`config.mk`:
```
export PLATFORM = sky130hd
export DESIGN_NAME = regfile_port_arbiter
export DESIGN_NICKNAME = d
export VERILOG_FILES = /design/src/rtl/regfile_port_arbiter_pkg.sv /design/src/rtl/regfile_port_arbiter_rr_arbiter.sv /design/src/rtl/regfile_port_arbiter.sv
export SDC_FILE = /design/constraint.sdc
export NUM_CORES = 1
export LEC_CHECK = 0
export CAP_MARGIN = 20
export CORE_UTILIZATION = 46
export CTS_CLUSTER_DIAMETER = 40
export CTS_CLUSTER_SIZE = 14
export DETAILED_ROUTE_END_ITERATION = 8
export GPL_TIMING_DRIVEN = 0
export PLACE_DENSITY_LB_ADDON = 0.1
export RECOVER_POWER = 25
export SKIP_LAST_GASP = 1
export SYNTH_ARGS = -nofsm -noshare
export SYNTH_HDL_FRONTEND = slang
export SYNTH_SLANG_ARGS = --single-unit
```
`constraint.sdc`:
```
create_clock -name clk -period 4.6 [get_ports clk]
set_clock_uncertainty 0.1 [all_clocks]
set_input_delay 0.92 -clock clk [delete_from_list [all_inputs] [get_ports clk]]
set_output_delay 0.92 -clock clk [all_outputs]
set_load 0.03 [all_outputs]
```
`src/rtl/regfile_port_arbiter_pkg.sv`:
```
// Shared types and constants for the register-file read-port arbiter.
// Optional build macro: RF_ARB_X0_ZERO_EN (force index-0 reads to zero).
package rf_arb_pkg;

    localparam int REG_IDX_W   = 5;
    localparam int NUM_REQ_DEF = 4;
    localparam int WIDTH_DEF   = 32;

    typedef logic [$clog2(NUM_REQ_DEF)-1:0] req_id_t;

    localparam req_id_t REQ_RS1   = req_id_t'(0);
    localparam req_id_t REQ_RS2   = req_id_t'(1);
    localparam req_id_t REQ_DBG   = req_id_t'(2);
    localparam req_id_t REQ_SPARE = req_id_t'(3);

endpackage

```
`src/rtl/regfile_port_arbiter_rr_arbiter.sv`:
```
// Round-robin one-hot picker with an internal priority pointer.
// The pick is purely combinational; only the pointer is registered.
module rr_arbiter
    import rf_arb_pkg::*;
#(
    parameter int NUM_REQ = NUM_REQ_DEF,
    parameter int ID_W    = $clog2(NUM_REQ)
) (
    input  logic               clk,
    input  logic               rst_n,
    input  logic               stall,
    input  logic [NUM_REQ-1:0] req_valid,
    output logic [NUM_REQ-1:0] grant,
    output logic [ID_W-1:0]    grant_id,
    output logic               grant_any
);

    logic [ID_W-1:0] ptr;

    // No grants while in reset so nothing is handed out before the pipeline is live.
    always_comb begin
        int idx;
        idx       = 0;
        grant     = '0;
        grant_id  = '0;
        grant_any = 1'b0;
        if (rst_n && !stall) begin
            for (int k = 0; k < NUM_REQ; k++) begin
                idx = (int'(ptr) + k) % NUM_REQ;
                if (!grant_any && req_valid[idx]) begin
                    grant[idx] = 1'b1;
                    grant_id   = ID_W'(idx);
                    grant_any  = 1'b1;
                end
            end
        end
    end

    always_ff @(posedge clk or negedge rst_n) begin
        if (!rst_n) begin
            ptr <= '0;
        end else if (grant_any) begin
            ptr <= (grant_id == ID_W'(NUM_REQ - 1)) ? '0 : grant_id + 1'b1;
        end
    end

endmodule

```
`src/rtl/regfile_port_arbiter.sv`:
```
// Shares the register-file read mux among NUM_REQ requesters, 2-cycle fixed latency.
// Optional build macro: RF_ARB_X0_ZERO_EN (index-0 reads return zero).
module regfile_port_arbiter
    import rf_arb_pkg::*;
#(
    parameter int NUM_REQ = NUM_REQ_DEF,
    parameter int WIDTH   = WIDTH_DEF,
    parameter int ID_W    = $clog2(NUM_REQ)
) (
    input  logic                         clk,
    input  logic                         rst_n,
    input  logic                         stall,
    input  logic [NUM_REQ-1:0]           req_valid,
    input  logic [NUM_REQ*REG_IDX_W-1:0] req_addr,
    output logic [NUM_REQ-1:0]           req_ready,
    output logic [REG_IDX_W-1:0]         mux_select,
    input  logic [WIDTH-1:0]             mux_data,
    output logic [NUM_REQ-1:0]           rsp_valid,
    output logic [ID_W-1:0]              rsp_id,
    output logic [WIDTH-1:0]             rsp_data
);

    logic [ID_W-1:0]      grant_id;
    logic                 grant_any;
    logic [REG_IDX_W-1:0] sel_addr;
    logic                 s1_valid;
    logic [ID_W-1:0]      s1_id;
    logic [WIDTH-1:0]     read_data;

    rr_arbiter #(
        .NUM_REQ (NUM_REQ),
        .ID_W    (ID_W)
    ) u_rr_arbiter (
        .clk       (clk),
        .rst_n     (rst_n),
        .stall     (stall),
        .req_valid (req_valid),
        .grant     (req_ready),
        .grant_id  (grant_id),
        .grant_any (grant_any)
    );

    assign sel_addr = req_addr[int'(grant_id)*REG_IDX_W +: REG_IDX_W];

`ifdef RF_ARB_X0_ZERO_EN
    // mux_select still carries the S1 index while its data is being sampled.
    assign read_data = (mux_select == '0) ? '0 : mux_data;
`else
    assign read_data = mux_data;
`endif

    // S0: latch the winner's index onto the mux select.
    always_ff @(posedge clk or negedge rst_n) begin
        if (!rst_n) begin
            mux_select <= '0;
            s1_valid   <= 1'b0;
            s1_id      <= '0;
        end else begin
            s1_valid <= grant_any;
            if (grant_any) begin
                mux_select <= sel_addr;
                s1_id      <= grant_id;
            end
        end
    end

    // S1: capture mux output and strobe the owner.
    always_ff @(posedge clk or negedge rst_n) begin
        if (!rst_n) begin
            rsp_valid <= '0;
            rsp_id    <= '0;
            rsp_data  <= '0;
        end else begin
            rsp_valid <= s1_valid ? (NUM_REQ'(1) << s1_id) : '0;
            if (s1_valid) begin
                rsp_id   <= s1_id;
                rsp_data <= read_data;
            end
        end
    end

endmodule
```
* Word level (Yosys, flattened, before mapping)
Cells that the tools add are included.
** Storage, ports and cells
- Bits in registers :: 48
- Input bits :: 59
- Output and inout bits :: 47
- Word-level logic and storage cells :: 86
** Operators by class
- $add $sub $neg :: 4
- Multiply operators :: 1
- $lt $le $gt $ge :: 8
- Eq/ne operators :: 1
- Shifts and indexed selects :: 2
- Muxes and demuxes :: 42
- Bitwise gates (word level) :: 6
- Reduce and logical (&&, ||, !) cells :: 15
** Operator list (count)
- 4-bit two-way mux :: 9
- 20-bit by 6-bit variable part select with 5-bit output :: 1
- 1-bit two-way mux :: 19
- 3-bit by 4-bit less-than comparator with 1-bit output, second input constant :: 3
- 2-bit two-way mux :: 6
- 4-bit bitwise OR :: 3
- 3-bit by 1-bit greater-or-equal comparator with 1-bit output, second input constant :: 3
- 1-bit binary-select mux with 2-bit select :: 4
- 1-bit demux with 2-bit select :: 4
- 1-bit logical AND :: 8
- 2-bit OR reduction :: 3
- 2-bit by 3-bit multiplier with 5-bit output, second input constant :: 1
- 2-bit by 1-bit adder with 2-bit output, second input constant :: 2
- 2-bit adder, second input constant :: 2
- 1-bit logical NOT :: 4
- 1-bit by 2-bit left shift with 4-bit output, first input constant :: 1
- 1-bit bitwise AND, first input constant :: 3
- 2-bit by 3-bit less-than comparator with 1-bit output, second input constant :: 1
- 2-bit equality test, second input constant :: 1
- 2-bit by 1-bit greater-or-equal comparator with 1-bit output, second input constant :: 1

* Longest topological paths before layout
Gate-level depths: netlist (run 1).
- Depth in word-level cells :: 19
- Gate-level depth with buffers :: 11
- Gate-level depth less buffers :: 8

* Cells and area by module
A second synthesis (run 1) with hierarchy kept.
** Second synthesis, totals
- Cell total of the unflattened synthesis :: 177
- Area, all modules :: 2454.9 µm²
** By module, submodules not included
- regfile_port_arbiter :: times used 1, cells an instance 116, area an instance 1934.4 µm², seq. area each 1151.1 µm²
- rr_arbiter :: times used 1, cells an instance 61, area an instance 520.5 µm², seq. area each 50.0 µm²

* Least setup slack after synthesis (run 1)
OpenSTA, ideal clock, no wires.
- Path kind :: register to output
- Start point :: register u_rr_arbiter.ptr[0]
- End point :: output req_ready[0]
- Arrival time :: 2.605 ns
- Data required time :: 3.580 ns
- Path slack :: 0.975 ns
- Stages on the path, launching flop included :: 12
- Path buffers :: 3
- Cells stage by stage :: dfrtp_1 -> buf_6 -> buf_2 -> inv_1 -> ha_1 -> mux4_2 -> nor2b_4 -> buf_6 -> a22oi_1 -> nor2_1 -> a221oi_1 -> nor2_1
** On the way
- Word-level cells in the longest chain between the ends :: 16
- Elaborated cells between the ends (all ways) :: 63
- Classes of those cells :: add/sub (3); order compare (8); mux (33); bitwise (6); reduce/logical (13)
** RTL lines
- start: declaration :: line regfile_port_arbiter_rr_arbiter.sv:18 : logic [ID_W-1:0] ptr;
- start signal: assignment :: line regfile_port_arbiter_rr_arbiter.sv:43 : ptr <= (grant_id == ID_W'(NUM_REQ - 1)) ? '0 : grant_id + 1'b1;
- 2-bit by 1-bit adder with 2-bit output / 1-bit binary-select mux with 2-bit select (equally long branches) :: line regfile_port_arbiter_rr_arbiter.sv:29, regfile_port_arbiter_rr_arbiter.sv:30
- 2-bit OR reduction (no line) / 1-bit two-way mux (equally long branches)
- 1-bit bitwise AND (no line) / 1-bit two-way mux (equally long branches)
- 3-bit by 4-bit less-than comparator with 1-bit output (not written as such) (tied with other cells) :: line regfile_port_arbiter_rr_arbiter.sv:31 : grant[idx] = 1'b1;
- 1-bit logical AND (not written as such) / 1-bit logical NOT (equally long branches) :: line regfile_port_arbiter_rr_arbiter.sv:31, regfile_port_arbiter_rr_arbiter.sv:30
- 1-bit two-way mux (not written as such) / 1-bit logical AND (equally long branches) :: line regfile_port_arbiter_rr_arbiter.sv:31, regfile_port_arbiter_rr_arbiter.sv:30
- 1-bit demux with 2-bit select / 1-bit two-way mux (equally long branches)
- 4-bit bitwise OR (no line) / 1-bit two-way mux (equally long branches)
- 4-bit two-way mux / 1-bit logical NOT (equally long branches) :: line regfile_port_arbiter_rr_arbiter.sv:30 : if (!grant_any && req_valid[idx]) begin
- 4-bit two-way mux / 1-bit logical AND (equally long branches) :: line regfile_port_arbiter_rr_arbiter.sv:27, regfile_port_arbiter_rr_arbiter.sv:30
- 4-bit bitwise OR (no line) / 1-bit two-way mux (equally long branches)
- 4-bit two-way mux / 1-bit two-way mux (equally long branches) :: line regfile_port_arbiter_rr_arbiter.sv:30, regfile_port_arbiter_rr_arbiter.sv:27
- 4-bit two-way mux / 1-bit logical NOT (equally long branches) :: line regfile_port_arbiter_rr_arbiter.sv:27, regfile_port_arbiter_rr_arbiter.sv:30
- 4-bit bitwise OR (no line) / 1-bit logical AND (equally long branches)
- 4-bit two-way mux * :: line regfile_port_arbiter_rr_arbiter.sv:30
- 4-bit two-way mux * :: line regfile_port_arbiter_rr_arbiter.sv:27 : if (rst_n && !stall) begin
- end: declaration :: line regfile_port_arbiter.sv:15 : output logic [NUM_REQ-1:0] req_ready,
Every way passes the cells marked *; elsewhere a longest branch is shown, timed or not. The select of a mux whose other input is x is not followed.

* Worst setup path in the final report (run 1)
Ends and elaborated chain as after synthesis.

==> reports/qor.yml, run 1 <==
core-area_mm2: 0.00517
slew_headroom_pct: 31.1
synthesis.area_mm2: 0.00251
cp.required_ns: 3.58
synth_most_common_cell: "dfrtp_1"
postCtsSetupBuffers: 0
die_area_mm2: 0.00575
cts_resized: 0
clk_path_buf_depth: 2
vdd_ir_drop_max_uv: 331
antenna_found_initial: 0
ant_nets: 0
hpwl_um: 4510
async_flop_share_pct: 100
r2r_cells: 10
setup_tns_ns: 0
final_layout_size_suffix_gt1_share_pct: 18.0
worstMarginPinSlew_ns: 1.03
fmax_mhz: 237
grt_pass1_vias: 1879
vias: 2043
gp_congestion: 0.802
critPathArrivalTime_ns: 3.21
syn_nets: 276
root_buffer: "clkbuf_8"
cp-end-kind: "output port"
ys_ff_latch: 48
setup.worst_path.class: "register to output port"
clkPwrFrac_pct: 13.6
cpPeakStageDelay_ns: 0.47
drt_wl_total_um: 5770
fin_nets: 389
power_frac_comb_pct: 56.0
hold_viol: 0
worst_setup_path_start_kind: "register"
via_per_inst: 5.20
hold_class: "register to register"
grt_overflow: 0
timing.rr.end: "mux_select[4]"
cp-startpoint: "u_rr_arbiter.ptr[0]"
grt.total_usage_pct: 20.6
rsz0062_at_grt: "false"
drc_errors: 0
die_h_um: 75.8
outcome: "completed"
finalMaxSlewViolations: 0
r2r_slack_ns: 1.48
ys_dominant_reg_cell: "dfrtp_1"
grt_pass1_wl_um: 8690
initial_core_util_pct: 48.5
power.density_mw_per_mm2: 509
yosysUniqueCellTypes: 38
die_w_um: 75.8
io_pins: 106
clk_pin_slew_worst_paths_ns: 0.09
synth_top_cell_area_share_pct: 47.9
yosysTopAreaCell: "dfrtp_1"
ys_warn_count: 0
finish.utilization_pct: 72.7
row_count: 26
synth_commonest_cells: "48 x dfrtp_1, 34 x mux2_2, 18 x nor2_1"
numCtsBuffers: 5
setup_viol: 0
path_delay_family: "buffers and inverters"
area_delta_synth_final_pct: 50.1
postSynthAreaPerCell_um2: 12.0
min_period_ns: 4.23
routedWlPerCell_um: 14.7
min_from: "mux_select[3]"
worst_path_max_delay_cell: "dfrtp_1"
hold_end: "mux_select[3]"
worstPathCellList: "buf_6 -> buf_2 -> inv_1 -> ha_1 -> mux4_2 -> nor2b_4 -> buf_6 -> a22oi_1 -> nor2_1 -> a221oi_1 -> nor2_1 -> dlymetal6s2s_1"
whs_path_depth: 2
io_buffer_count: 105
syn_inst: 209
period_share_pct: 91.9
hold_buffers: 0
dr.first_iter.drc_count: 62
yosys-top-cells-area: "dfrtp_1 48%, mux2_2 15%, ha_1 4.0%"
cts_tree: "yes"
cts_sinks: 48
antenna_cells: 0
cap_violations: 0
num-fill-cells: 389
p_int_mw: 1.13
p_sw_mw: 0.788
power_frac_seq_pct: 30.4
cts.htree.levels: 2
synth-edff-count: 0
ys_seq_area_share_pct: 47.9
swShare_pct: 41.1
grt_max_degree: 33
r2r-start: "u_rr_arbiter.ptr[0]"
critPathBufInv: 5
clock_latency_ns: 0.30
crit_path_max_fanout: 10
p_leak_nw: 1.61
firstDrtPassIters: 4
-- layout by cell type (no fill, tap or decap), types with 6 or more instances in the layout --
cell type and instances:
clkdlybuf4s50_1 100, inv_1 8, nor2_1 18, ha_1 8, a211oi_1 7, clkbuf_8 6, nand2_1 12, clkbuf_1 8
dfrtp_1 48, mux2_2 34, o21ai_0 8
-- flip-flops by register name (all words and copies together), names as in the netlist --
signal / flops
s1_valid: 1
rsp_valid: 4
s1_id: 2
rsp_data: 32
rsp_id: 2
u_rr_arbiter.ptr: 2
mux_select: 5
-- cell type report --
cell class | count | area (um2) | share of cell area (%)
Tap cell | 70 | 87.6 | 2.33
Clock buffer | 7 | 86.3 | 2.29
Timing Repair Buffer | 106 | 1070 | 28.6
Multi-Input combinational cell | 142 | 1210 | 32.1
Buffer | 11 | 66.3 | 1.76
Sequential cell | 48 | 1200 | 31.9
Clock inverter | 1 | 7.51 | 0.200
Inverter | 8 | 30.0 | 0.798
-- metal layers --
metal | vias to the layer above | share of wire (%) | GRT usage, %
met5 | - | 0 | 0
met4 | 0 | 0.95 | 6.17
met3 | 6 | 6.8 | 5.16
met2 | 76 | 50 | 37.1
met1 | 967 | 42 | 24.2
li1 | 994 | - | -
-- tightest hold or removal path: stages (launching register included) --
cell     delay, ns
dfrtp_1       0.35
nand2_1       0.05
o31ai_1       0.06
-- worst max path at each step --
| stage | to | slack, ns | cells past startpoint |
|---|---|---|---|
| floorplan | req_ready[0] | 0.98 | 11 |
| global placement | req_ready[0] | -0.62 | 5 |
| detailed placement | req_ready[1] | 0.12 | 9 |
| CTS | req_ready[1] | 0.003 | 12 |
| global route | req_ready[0] | 0.17 | 12 |
| finish | req_ready[0] | 0.37 | 12 |
-- power by group through the flow --
stage | Combinational [mW] | Sequential (mW) | Clock (mW)
floorplan | 0.575 | 0.736 | 0
global placement | 1.05 | 0.588 | 0
detailed placement | 1.07 | 0.591 | 0
CTS | 1.08 | 0.583 | 0.267
global route | 1.16 | 0.598 | 0.281
finish | 1.07 | 0.583 | 0.261
-- through the flow --
stage	instances	total power [mW]	hold slack, ns	setup slack [ns]	instance area, um2
detailed placement	385	1.66	0.373	0.120	3660
finish	393	1.92	0.391	0.373	3760
CTS	393	1.93	0.394	0.00313	3750
global placement	384	1.64	0.362	-0.620	3640
floorplan	209	1.31	0.357	0.975	2510
global route	393	2.04	0.421	0.168	3760
-- logic make-up (layout without fill, tap and decap cells) --
| kind of cell | after synthesis | count (layout) | synth area share [%] |
|---|---|---|---|
| AOI/OAI and AO/OA | 44 | 44 | 13.5 |
| xor gates and xnor gates | 2 | 2 | 0.699 |
| adders and majority gates | 8 | 8 | 3.99 |
| buffers and inverters | 19 | 133 | 3.84 |
| DFF | 48 | 48 | 47.9 |
| muxes | 42 | 42 | 20.5 |
| and+or+nand+nor | 46 | 46 | 9.59 |
Note: power is estimated with default switching activity, not from simulation.
==> run 2, diff against run 1 <==
--- a/config.mk
+++ b/config.mk
@@ -7,5 +7,7 @@
 export LEC_CHECK = 0
 export CAP_MARGIN = 20
-export CORE_UTILIZATION = 46
+export CELL_PAD_IN_SITES_DETAIL_PLACEMENT = 0
+export CELL_PAD_IN_SITES_GLOBAL_PLACEMENT = 1
+export CORE_UTILIZATION = 29
 export CTS_CLUSTER_DIAMETER = 40
 export CTS_CLUSTER_SIZE = 14
==> constraint.sdc (replaced) <==
create_clock -name clk -period 3.81 [get_ports clk]
set_clock_uncertainty 0.1 [all_clocks]
set_input_delay 0.762 -clock clk [delete_from_list [all_inputs] [get_ports clk]]
set_output_delay 0.762 -clock clk [all_outputs]
set_load 0.005 [all_outputs]
==> run 2 against run 1 <==
The flow now finishes with violations (capacitance limit, slew limit). Via count rose by 2.4%. Setup slack worse by 0.26 ns. Combinational power is 25% higher. Flip-flop and latch count stayed put. Non-clock buffer count up 12. Hold slack gained 0.0031 ns. Wire length is 10% higher.
==> reports/qor.yml, run 2 (synthesis results as in run 1) <==
cpPeakStageDelay_ns: 0.50  # +0.03 ns
worstPathCellList: "buf_8 -> buf_8 -> clkinvlp_4 -> ha_4 -> mux4_2 -> nor2b_4 -> buf_6 -> a22oi_1 -> nor2_1 -> a221oi_2 -> nor2_1 -> clkdlybuf4s50_1"
cp-end-kind: "output port"
clk_path_buf_depth: 2  # unchanged
grt_pass1_vias: 2051  # +9.2%
drt_wl_total_um: 6360  # +10%
clk_pin_slew_worst_paths_ns: 0.09  # about the same
power_mw: 2.47  # +29%
r2r_cells: 12  # +2
hpwl_um: 4720  # +4.6%
r2r_slack_ns: 1.21  # -0.27 ns
grt_max_degree: 37  # +12%
die_area_mm2: 0.00902  # +57%
worst_setup_path_start_kind: "register"
initial_core_util_pct: 30.2  # -18 points
outcome: "finished, violations left"
numCtsBuffers: 5  # unchanged
grt_overflow: 0  # unchanged
via_per_inst: 4.75  # -8.5%
firstDrtPassIters: 4  # unchanged
path_delay_family: "buffers and inverters"
final_common_cell: "clkdlybuf4s50_1"
gp_congestion: 0.776  # -3.3%
fmax_mhz: 271
hold_buffers: 0  # unchanged
routedWlPerCell_um: 14.5  # -1.6%
fin_nets: 401  # +3.1%
ant_nets: 0  # unchanged
area_delta_synth_final_pct: 58.7
clock_latency_ns: 0.30  # about the same
vdd_ir_drop_max_uv: 333  # +0.52%
worst_path_max_delay_cell: "clkdlybuf4s50_1"
rsz0062_at_grt: "false"
antenna_cells: 0  # unchanged
grt_pass1_wl_um: 10000  # +15%
crit_path_max_fanout: 10  # unchanged
setup.worst_path.class: "register to output port"
whs_path_depth: 2  # unchanged
timing.rr.end: "mux_select[1]"
critPathArrivalTime_ns: 2.83  # -0.38 ns
cap_violations: 1  # +1
drc_errors: 0  # unchanged
min_period_ns: 3.69
hold_viol: 0  # unchanged
final_layout_size_suffix_gt1_share_pct: 24.2  # +6.2 points
r2r-start: "u_rr_arbiter.ptr[0]"
worstMarginPinSlew_ns: 1.92  # +0.884 ns
largest_register_ffs: 32  # unchanged
critPathBufInv: 5  # unchanged
period_share_pct: 97.0
violations: "capacitance limit, slew limit"
finalMaxSlewViolations: 37  # +37
power.density_mw_per_mm2: 620  # +22%
hold_end: "mux_select[1]"
final_cell_mix: "100 x clkdlybuf4s50_1, 46 x dfrtp_1, 34 x mux2_2"
core-area_mm2: 0.00830  # +60%
io_buffer_count: 105  # unchanged
largest_register: "rsp_data"
antenna_found_initial: 0  # unchanged
grt.total_usage_pct: 14.4  # -6.2 points
vias: 2092  # +2.4%
row_count: 33  # +27%
setup_viol: 0  # unchanged
io_pins: 106  # unchanged
largestRegisters: "rsp_data (32), mux_select (5), rsp_valid (4)"
cts_tree: "yes"
dr.first_iter.drc_count: 21  # -66%
cts_sinks: 48  # unchanged
root_buffer: "clkbuf_8"
p_leak_nw: 1.62  # +1.0%
die_w_um: 95.0  # +25%
finish.utilization_pct: 47.9  # -25 points
cp.required_ns: 2.95  # -0.63 ns
min_from: "mux_select[1]"
die_h_um: 95.0  # +25%
cts.htree.levels: 2  # unchanged
slew_headroom_pct: -27.9  # -59 points
hold_class: "register to register"
run 2: changes by cell type in the layout (fill, tap and decap cells not counted), sizes merged:
cell and delta:
buf +11, dlygate4sd2 +4, dlymetal6s2s -4, bufinv +2, clkbuf -1
run 2: worst reg2reg max path, stage by stage, from the launching register on:
cell and delay, ns:
dfrtp_2 0.43, buf_8 0.13, buf_8 0.11, clkinvlp_4 0.08, ha_4 0.21, mux4_2 0.30
nor2b_4 0.06, buf_4 0.13, buf_4 0.13, o21ai_4 0.25, and2_4 0.24, o21ai_0 0.12
o31ai_1 0.23
run 2: how the worst max path moves through the flow:
stage | start | endpoint | slack, ns | cells past startpoint
after CTS | u_rr_arbiter.ptr[0] | req_ready[3] | 0.04 | 11
after floorplan | u_rr_arbiter.ptr[0] | req_ready[0] | 0.65 | 11
after global routing | u_rr_arbiter.ptr[0] | req_ready[2] | 0.01 | 12
after global placement | rst_n | req_ready[3] | -1.12 | 5
final | u_rr_arbiter.ptr[0] | req_ready[2] | 0.12 | 12
after detailed placement | req_valid[3] | req_ready[1] | -0.22 | 7
run 2: layer usage:
metal | GRT usage (%) | vias to the layer above | share of wire [%]
met3 | 3.46 | 6 | 6.7
met1 | 18.4 | 1000 | 45
met5 | 0 | - | 0
met4 | 4.17 | 0 | 1.1
met2 | 24.0 | 73 | 47
li1 | - | 1013 | -
run 2: report_power, final:
group | internal [mW] | switching (mW)
logic | 0.735 | 0.606
registers | 0.623 | 0.0656
clock network | 0.264 | 0.174
total | 1.62 | 0.845
run 2: through the flow:
step	setup TNS [ns]	setup WS [ns]	hold WS [ns]	std cells	cell area [um2]
floorplan	0	0.649	0.357	209	2510
global placement	-8.53	-1.12	0.368	419	3690
detailed placement	-0.858	-0.222	0.373	420	3700
CTS	0	0.0398	0.268	434	3920
global route	0	0.0124	0.433	440	3980
finish	0	0.116	0.394	440	3980
run 2: final cells by class:
| class | count | area, um2 |
|---|---|---|
| fillers | 814 | 4320 |
| multi-input cells | 142 | 1260 |
| flip-flops and latches | 48 | 1200 |
| repair buffers | 118 | 1130 |
| well taps | 105 | 131 |
| plain buffers | 11 | 80.1 |
| clock buffers | 5 | 68.8 |
| clock inverters | 3 | 68.8 |
| inverters | 8 | 33.8 |
run 2: repair_timing:
item | CTS | global route
endpoints found under the hold margin | 0 | 0
buffers inserted | 6 | 6
pin swaps | 0 | 1
resized for setup | 13 | 6
endpoints found under the setup margin | 4 | 4
